<file path="src/rtl/uart_tx_arbiter.sv">
// Three-requester round-robin arbiter that feeds one UART transmit FIFO.
// Whole messages are granted; release happens on Last, on a request drop, or on an idle timeout.
module uart_tx_arbiter #(
    parameter int DATA_WIDTH   = 8,
    parameter int IDLE_TIMEOUT = 16
) (
    input  logic                  Clock,
    input  logic                  Reset,
    input  logic [2:0]            Request,
    input  logic [2:0]            Valid,
    input  logic [2:0]            Last,
    input  logic [DATA_WIDTH-1:0] Data0,
    input  logic [DATA_WIDTH-1:0] Data1,
    input  logic [DATA_WIDTH-1:0] Data2,
    input  logic                  tx_full,
    output logic [2:0]            Grant,
    output logic [2:0]            Ready,
    output logic                  write_to_uart,
    output logic [DATA_WIDTH-1:0] uart_data,
    output logic                  Busy,
    output logic                  TimeoutFlag
);

    localparam int NUM_REQ = 3;

    typedef enum logic [1:0] {
        IDLE    = 2'd0,
        SEND    = 2'd1,
        RELEASE = 2'd2
    } state_t;

    state_t                             state, state_nxt;
    logic [1:0]                         gidx, gidx_nxt;
    logic [1:0]                         ptr, ptr_nxt;
    logic [7:0]                         idle_cnt, idle_cnt_nxt;
    logic [NUM_REQ-1:0]                 grant_nxt;
    logic                               wr_nxt, tf_nxt;
    logic [DATA_WIDTH-1:0]              data_nxt;
    logic [NUM_REQ-1:0][DATA_WIDTH-1:0] data_arr;
    logic                               accept, hit_limit, req_drop, go_rel;
    logic [1:0]                         pick;
    logic                               found;
    logic [2:0]                         sum;
    logic [1:0]                         cand;

    assign data_arr  = {Data2, Data1, Data0};

    // The write strobe doubles as a throttle: at most one acceptance per two cycles.
    assign accept    = (state == SEND) && Valid[gidx] && !tx_full && !write_to_uart;
    assign hit_limit = (idle_cnt == 8'(IDLE_TIMEOUT - 1));
    assign req_drop  = !Request[gidx];
    assign Busy      = (state != IDLE);

    always_comb begin
        Ready = '0;
        if (accept) Ready[gidx] = 1'b1;
    end

    // Round-robin search starting at ptr, wrapping modulo 3.
    always_comb begin
        pick  = ptr;
        found = 1'b0;
        sum   = '0;
        cand  = '0;
        for (int i = 0; i < NUM_REQ; i++) begin
            sum  = {1'b0, ptr} + 3'(i);
            cand = (sum >= 3'd3) ? 2'(sum - 3'd3) : sum[1:0];
            if (!found && Request[cand]) begin
                found = 1'b1;
                pick  = cand;
            end
        end
    end

    always_comb begin
        state_nxt    = state;
        gidx_nxt     = gidx;
        ptr_nxt      = ptr;
        idle_cnt_nxt = idle_cnt;
        grant_nxt    = Grant;
        tf_nxt       = 1'b0;
        wr_nxt       = accept;
        data_nxt     = accept ? data_arr[gidx] : uart_data;
        go_rel       = 1'b0;
        case (state)
            IDLE: begin
                idle_cnt_nxt = '0;
                if (|Request) begin
                    state_nxt       = SEND;
                    gidx_nxt        = pick;
                    grant_nxt       = '0;
                    grant_nxt[pick] = 1'b1;
                end
            end
            SEND: begin
                idle_cnt_nxt = accept ? 8'd0 : idle_cnt + 8'd1;
                // An accepted character always wins over drop/timeout; its write still goes out.
                if (accept && Last[gidx]) begin
                    go_rel = 1'b1;
                end else if (req_drop) begin
                    go_rel = 1'b1;
                end else if (hit_limit && !accept) begin
                    go_rel = 1'b1;
                    tf_nxt = 1'b1;
                end
                if (go_rel) begin
                    state_nxt = RELEASE;
                    grant_nxt = '0;
                    ptr_nxt   = (gidx == 2'd2) ? 2'd0 : gidx + 2'd1;
                end
            end
            RELEASE: begin
                state_nxt = IDLE;
            end
            default: begin
                state_nxt = IDLE;
                grant_nxt = '0;
            end
        endcase
    end

    always_ff @(posedge Clock or negedge Reset) begin
        if (!Reset) begin
            state         <= IDLE;
            gidx          <= '0;
            ptr           <= '0;
            idle_cnt      <= '0;
            Grant         <= '0;
            write_to_uart <= 1'b0;
            uart_data     <= '0;
            TimeoutFlag   <= 1'b0;
        end else begin
            state         <= state_nxt;
            gidx          <= gidx_nxt;
            ptr           <= ptr_nxt;
            idle_cnt      <= idle_cnt_nxt;
            Grant         <= grant_nxt;
            write_to_uart <= wr_nxt;
            uart_data     <= data_nxt;
            TimeoutFlag   <= tf_nxt;
        end
    end

endmodule

</file>
<file path="config.mk">
export PLATFORM = sky130hd
export DESIGN_NAME = uart_tx_arbiter
export DESIGN_NICKNAME = d
export VERILOG_FILES = /design/src/rtl/uart_tx_arbiter.sv
export SDC_FILE = /design/constraint.sdc
export NUM_CORES = 1
export LEC_CHECK = 0
export ABC_AREA = 1
export CAP_MARGIN = 5
export CORE_MARGIN = 1
export CORE_UTILIZATION = 41
export CTS_BUF_LIST = sky130_fd_sc_hd__clkbuf_4 sky130_fd_sc_hd__clkbuf_8 sky130_fd_sc_hd__clkbuf_16
export DETAILED_ROUTE_END_ITERATION = 12
export HOLD_SLACK_MARGIN = 0.1
export PLACE_DENSITY = 0.73
export SETUP_SLACK_MARGIN = 0.02
export SYNTH_ARGS = -nofsm -noshare
export SYNTH_HDL_FRONTEND = slang
export SYNTH_SLANG_ARGS = --single-unit
</file>
<file path="constraint.sdc">
create_clock -name Clock -period 1.8 [get_ports Clock]
set_input_delay 0.36 -clock Clock [delete_from_list [all_inputs] [get_ports Clock]]
set_output_delay 0.36 -clock Clock [all_outputs]
set_load 0.005 [all_outputs]
</file>
==> impl_metrics.json, run 1 <==
{
  "layout.nets": 336,
  "cp_max_fo": 3,
  "port_buffers": 52,
  "grt_setup_unrepaired": "true",
  "synth-simple-area-share_pct": 34.0,
  "violations": "negative setup slack",
  "synth_fp_nets": 243,
  "routed_via_density": 4.94,
  "setup.worst_path.class": "primary input to primary output",
  "synth.distinct_cells": 28,
  "max_slew_margin_pct": 72.5,
  "power.leakage_nw": 1.23,
  "post_drt_antenna_nets": 0,
  "post_synth_xor_area_fraction_pct": 2.71,
  "clk_path_buf_depth": 2,
  "timing.clock.skew_ps": 1.97,
  "worstSetupStartpointType": "primary input",
  "required_time_reported_for_the_critical_path_endpoint_ps": 1440,
  "post_layout_minimum_cycle_time_ps": 1880,
  "area_growth_syn_to_layout_pct": 67.2,
  "start_util_pct": 43.4,
  "fp.dieArea_sq_mm": 0.00419,
  "htreeDepth": 1,
  "drt-wirelength-per-cell_um": 14.0,
  "postSynthCellCount": 203,
  "worst-slew-pin-transition_ps": 412,
  "end_kind": "primary output",
  "synth_top_cell_by_area": "dfrtp_1",
  "setup_viol": 3,
  "detail_route.iter0.violations": 91,
  "count_leader_synth": "nand2_1",
  "post_place_setup_slack_ps": -541,
  "synth_compound_area_share_pct": 11.2,
  "post_synth_main_area_contributors": "dfrtp_1 (42%), nand2_1 (12%), nand3_1 (9.6%)",
  "run_status": "complete, but fails checks",
  "totalWireLength_mm": 4.80,
  "die_w_um": 64.7,
  "placeable_area_sq_mm": 0.00372,
  "worst_slack_ps": -79.9,
  "place.detailed.hpwl_mm": 3.37,
  "route.detailed.drc": 0,
  "vias_in_the_first_global_route": 1601,
  "globalRouteOverflowTotal": 0,
  "io-pin-count": 53,
  "yosysTopAreaCellShare_pct": 41.9,
  "grt_use_total_pct": 22.7,
  "power.density_mw_per_mm2": 1430,
  "cap_violations": 0,
  "combinational_family_with_the_most_area_after_synthesis": "simple AND/OR/NAND/NOR gates",
  "via_count": 1693,
  "drt-pass1-iter-count": 4,
  "worstSkewPairLatency_ps": 270,
  "tritoncts": "built",
  "share_of_synthesized_flip_flops_with_an_asynchronous_set_or_reset_pct": 100,
  "vdd_drop_max_uv": 822,
  "worst_ep_arrival_time_ps": 1520,
  "timing.final.crit_share_pct": 104,
  "tritoncts_num_sinks": 27,
  "number_of_enable_type_register_cells_in_the_synthesized_netlist": 0,
  "timing.fmax_mhz": 532,
  "netlist_top_cells_count": "nand2_1 (50), nand3_1 (31), dfrtp_1 (27)",
  "cts_root_buf": "clkbuf_8",
  "slew_viols_final": 0,
  "n_antenna_cell": 0,
  "top_reg_cell_synth": "dfrtp_1",
  "drive_gt1_share_pct": 32.9,
  "mappedNetlistArea_sq_mm": 0.00161,
  "placementRows": 22,
  "synth.ff_latch_count": 27,
  "cts-hold-fix-buffers": 0,
  "synth_area_per_cell_sq_um": 7.95,
  "clk_pin_slew_ps": 100,
  "mux_contribution_to_synthesized_area_pct": 0,
  "grt_start_max_net_pins": 28,
  "synth_seq_area_share_pct": 41.9,
  "die_y_um": 64.7,
  "synth_adder_area_share_pct": 3.10,
  "cts_inserted_buffers": 3,
  "number_of_antenna_violations_at_the_first_check_in_global_routing": 0,
  "total_power_mw": 3.85,
  "hold_viol": 0,
  "worst_hold_path_type": "primary input to asynchronous set/reset pin",
  "globalplace.congestion": 0.805,
  "yosysWarnings": 0,
  "grt_first_pass_wirelength_mm": 7.36
}
==> per-layer routing <==
metal	up-vias	global-route usage, %	wire, um	share of wire [%]
met5	-	0	0	0
met4	0	5.00	33	0.69
met3	2	1.94	85	1.8
met2	23	42.3	2650	55
met1	804	27.9	2020	42
li1	864	-	-	-
==> area by class of cell <==
type                    count  area [sq um]
well taps                  48          60.1
flip-flops and latches     27           679
repair buffers             90           810
inverters                  24          92.6
multi-input cells         150          1010
clock buffers               4          48.8
fillers                   290          1020
==> registers in the layout, indices dropped and copies added (netlist names) <==
name and cells:
gidx 2, uart_data 8, ptr 2, TimeoutFlag 1, state 2, write_to_uart 1
idle_cnt 8, Grant 3
==> cell families after synthesis <==
| kind of cell | after synthesis |
|---|---|
| and+or+nand+nor | 113 |
| AOI/OAI and AO/OA | 28 |
| DFF | 27 |
| buffers and inverters | 26 |
| xor gates and xnor gates | 5 |
| adders and majority gates | 4 |
==> path summary, 6_finish.rpt <==
path	cells past startpoint	to	startpoint	slack [ps]
max in group asynchronous	2	gidx[1]	Reset	1060
min in group Clock	2	Grant[2]	Grant[2]	500
hold reg to reg	2	Grant[2]	Grant[2]	500
setup / recovery	7	Ready[2]	Valid[2]	-80
setup reg to reg	11	ptr[0]	gidx[1]	80
hold / removal	2	idle_cnt[3]	Reset	460
==> through the flow <==
stage | cells | hold WS [ps] | util (%) | setup TNS [ps] | cell area (sq um)
6_report | 343 | 461 | 72.6 | -180 | 2700
5_1_grt | 343 | 491 | 72.6 | -361 | 2700
4_1_cts | 344 | 478 | 68.6 | -285 | 2550
3_5_place_dp | 336 | 475 | 65.5 | -4390 | 2430
3_3_place_gp | 336 | 468 | 65.5 | -3580 | 2430
2_1_floorplan | 203 | 64.4 | - | 0 | 1610
==> timing repair <==
item,4_1_cts,5_1_grt
gates resized for setup,30,40
pin swaps,5,17
setup endpoints to repair,10,9
buffers inserted,4,0
==> layout by cell type (no fill, tap or decap), drive strengths merged <==
master | netlist | routed
nand2 | 53 | 53
dlymetal6s2s | 0 | 2
nand4 | 3 | 3
ha | 4 | 4
nand3b | 1 | 1
buf | 2 | 41
xnor2 | 1 | 1
a41oi | 4 | 4
nand3 | 33 | 33
xor2 | 4 | 4
o21ai | 12 | 12
dlygate4sd2 | 0 | 1
nor2 | 17 | 17
o21a | 1 | 1
o22ai | 5 | 5
or2 | 1 | 1
nor3 | 5 | 5
a22oi | 4 | 4
clkdlybuf4s50 | 0 | 46
dfrtp | 27 | 27
clkbuf | 0 | 4
inv | 24 | 24
a21oi | 2 | 2
==> where the power goes <==
part | leakage, nW | total, mW | internal (mW) | switching (mW)
clock network | 0.0262 | 0.365 | 0.174 | 0.191
logic | 0.858 | 2.51 | 1.22 | 1.29
registers | 0.345 | 0.976 | 0.807 | 0.169
==> critical path: stages <==
cell	delay [ps]
clkdlybuf4s50_1	480
nand3_2	100
nand3_4	110
nand2_4	70
buf_6	130
nor3_4	120
buf_2	140
(Power assumes the default switching activity.)
==> run 2, diff against run 1 <==
--- a/config.mk
+++ b/config.mk
@@ -7,12 +7,11 @@
 export LEC_CHECK = 0
 export ABC_AREA = 1
 export CAP_MARGIN = 5
-export CORE_MARGIN = 1
-export CORE_UTILIZATION = 41
+export CORE_UTILIZATION = 46
 export CTS_BUF_LIST = sky130_fd_sc_hd__clkbuf_4 sky130_fd_sc_hd__clkbuf_8 sky130_fd_sc_hd__clkbuf_16
 export DETAILED_ROUTE_END_ITERATION = 12
 export HOLD_SLACK_MARGIN = 0.1
-export PLACE_DENSITY = 0.73
+export PLACE_DENSITY = 0.77
 export SETUP_SLACK_MARGIN = 0.02
 export SYNTH_ARGS = -nofsm -noshare
 export SYNTH_HDL_FRONTEND = slang
==> constraint.sdc (replaced) <==
create_clock -name Clock -period 2.07 [get_ports Clock]
set_input_delay 0.414 -clock Clock [delete_from_list [all_inputs] [get_ports Clock]]
set_output_delay 0.414 -clock Clock [all_outputs]
set_load 0.005 [all_outputs]
==> impl_metrics.json, run 2 (synthesized netlist as in run 1, its figures left out) <==
{
  "grt_use_total_pct": 23.1,
  "slew_viols_final": 0,
  "start_util_pct": 48.4,
  "die_w_um": 61.2,
  "vias_in_the_first_global_route": 1468,
  "area_growth_syn_to_layout_pct": 47.4,
  "top_regs": "idle_cnt x8, uart_data x8, Grant x3",
  "placeable_area_sq_mm": 0.00334,
  "worstSetupStartpointType": "flop",
  "power.leakage_nw": 1.09,
  "via_count": 1631,
  "htreeDepth": 1,
  "end_kind": "primary output",
  "power.density_mw_per_mm2": 1140,
  "max_slew_margin_pct": 76.3,
  "layout.nets": 320,
  "run_status": "finished, final reports clean",
  "worst-slew-pin-transition_ps": 355,
  "layout.cells.most_common_list": "nand2_1 (48), clkdlybuf4s50_1 (48), nand3_1 (31)",
  "grt.met2_usage_pct": 41.5,
  "worst_ep_arrival_time_ps": 1560,
  "dp_cells": 316,
  "timing.clock.skew_ps": 1.88,
  "clk_path_buf_depth": 2,
  "io-pin-count": 53,
  "globalRouteOverflowTotal": 0,
  "cts_root_buf": "clkbuf_4",
  "port_buffers": 52,
  "tritoncts": "built",
  "die_y_um": 61.2,
  "drt-wirelength-per-cell_um": 12.5,
  "drt-pass1-iter-count": 6,
  "hold_viol": 0,
  "cap_violations": 0,
  "globalplace.congestion": 0.812,
  "cp_max_fo": 4,
  "grt_first_pass_wirelength_mm": 6.37,
  "vdd_drop_max_uv": 664,
  "setup_viol": 0,
  "routed_via_density": 5.02,
  "drive_gt1_share_pct": 18.6,
  "totalWireLength_mm": 4.05,
  "detail_route.iter0.violations": 83,
  "number_of_antenna_violations_at_the_first_check_in_global_routing": 0,
  "timing.fmax_mhz": 508,
  "timing.final.crit_share_pct": 95.2,
  "place.detailed.hpwl_mm": 3.18,
  "cts_inserted_buffers": 3,
  "clk_pin_slew_ps": 150,
  "route.detailed.drc": 0,
  "fp.dieArea_sq_mm": 0.00375,
  "worst_hold_path_type": "primary input to asynchronous set/reset pin",
  "required_time_reported_for_the_critical_path_endpoint_ps": 1660,
  "tritoncts_num_sinks": 27,
  "n_antenna_cell": 0,
  "post_layout_minimum_cycle_time_ps": 1970,
  "grt_setup_unrepaired": "true",
  "post_drt_antenna_nets": 0,
  "postLayoutCoreUtil_pct": 71.3,
  "grt_start_max_net_pins": 28,
  "setup.worst_path.class": "flop to primary output",
  "grt-busiest-layer": "met2",
  "layout.cells.non_filler": 325,
  "placementRows": 21,
  "groute.layer.met1.usage_pct": 28.4,
  "worstSkewPairLatency_ps": 320,
  "met3_usage_pct": 2.73
}
## run 2: cell types whose count changed in the layout (fill, tap and decap cells not counted), moves of 3 or more
| cell | previous run | this run |
|---|---|---|
| nand2_2 | 9 | 4 |
| nand2_4 | 5 | 1 |
| clkbuf_8 | 3 | 0 |
| buf_4 | 34 | 21 |
| clkbuf_4 | 1 | 4 |
| buf_6 | 4 | 1 |
| o21ai_0 | 5 | 8 |
| ha_1 | 1 | 4 |
| nand2_1 | 39 | 48 |
| nand3_2 | 10 | 2 |
| nand3_1 | 21 | 31 |
## run 2: stage by stage
stage / area (sq um) / setup WS, ps / power, mW / setup TNS [ps] / hold WS, ps
after global routing: 2380 / -25.7 / 2.95 / -43.5 / 470
after global placement: 2300 / -324 / 2.36 / -907 / 466
after CTS: 2350 / 53.3 / 2.68 / 0 / 450
after detailed placement: 2300 / -351 / 2.40 / -1110 / 476
final: 2380 / 100 / 2.71 / 0 / 437
after floorplan: 1610 / 337 / 1.75 / 0 / 118
## run 2: area by class of cell
class,instances,area (sq um)
fillers,287,957
multi-input cells,150,845
flip-flops and latches,27,678
repair buffers,74,677
inverters,24,92.6
well taps,46,57.6
clock buffers,4,30.0
## run 2: worst max-delay path: stages, from the launching register on
cell and delay, ps:
dfrtp_1 420, inv_2 80, nand2_4 60, nor3_4 160, nand2_2 120, buf_4 150
nor3_4 110, buf_2 130
## run 2: what timing repair did
item / CTS / global route
endpoints found under the setup margin: 3 / 7
pin swaps: 2 / 2
gates resized for setup: 16 / 7
hold endpoints to repair: 0 / 0
setup buffers: 3 / 2
hold buffers: 0 / 0
## run 2: layer usage
layer | share of wire (%) | vias up
met3 | 2.4 | 4
met5 | 0 | -
met2 | 52 | 27
met1 | 44 | 765
met4 | 0.99 | 0
li1 | - | 835
## run 2: worst paths after layout
check / start / end / slack (ps) / cells past startpoint
max in group asynchronous: Reset / gidx[1] / 1350 / 2
min in group Clock: Grant[0] / Grant[0] / 500 / 2
max reg2reg: ptr[0] / Grant[2] / 210 / 9
max: state[1] / Ready[2] / 100 / 7
min reg2reg: Grant[0] / Grant[0] / 500 / 2
min: Reset / idle_cnt[3] / 440 / 2
## run 2: where the power goes
part / internal [mW] / switching (mW)
sequential: 0.699 / 0.149
combinational: 0.757 / 0.859
clock: 0.0886 / 0.158
==> run 3, diff against run 2 <==
--- a/config.mk
+++ b/config.mk
@@ -6,6 +6,7 @@
 export NUM_CORES = 1
 export LEC_CHECK = 0
 export ABC_AREA = 1
+export ABC_CLOCK_PERIOD_IN_PS = 2070
 export CAP_MARGIN = 5
 export CORE_UTILIZATION = 46
 export CTS_BUF_LIST = sky130_fd_sc_hd__clkbuf_4 sky130_fd_sc_hd__clkbuf_8 sky130_fd_sc_hd__clkbuf_16
==> results of run 3 <==
The final DEF is identical to that of run 2; final timing and power are the same.
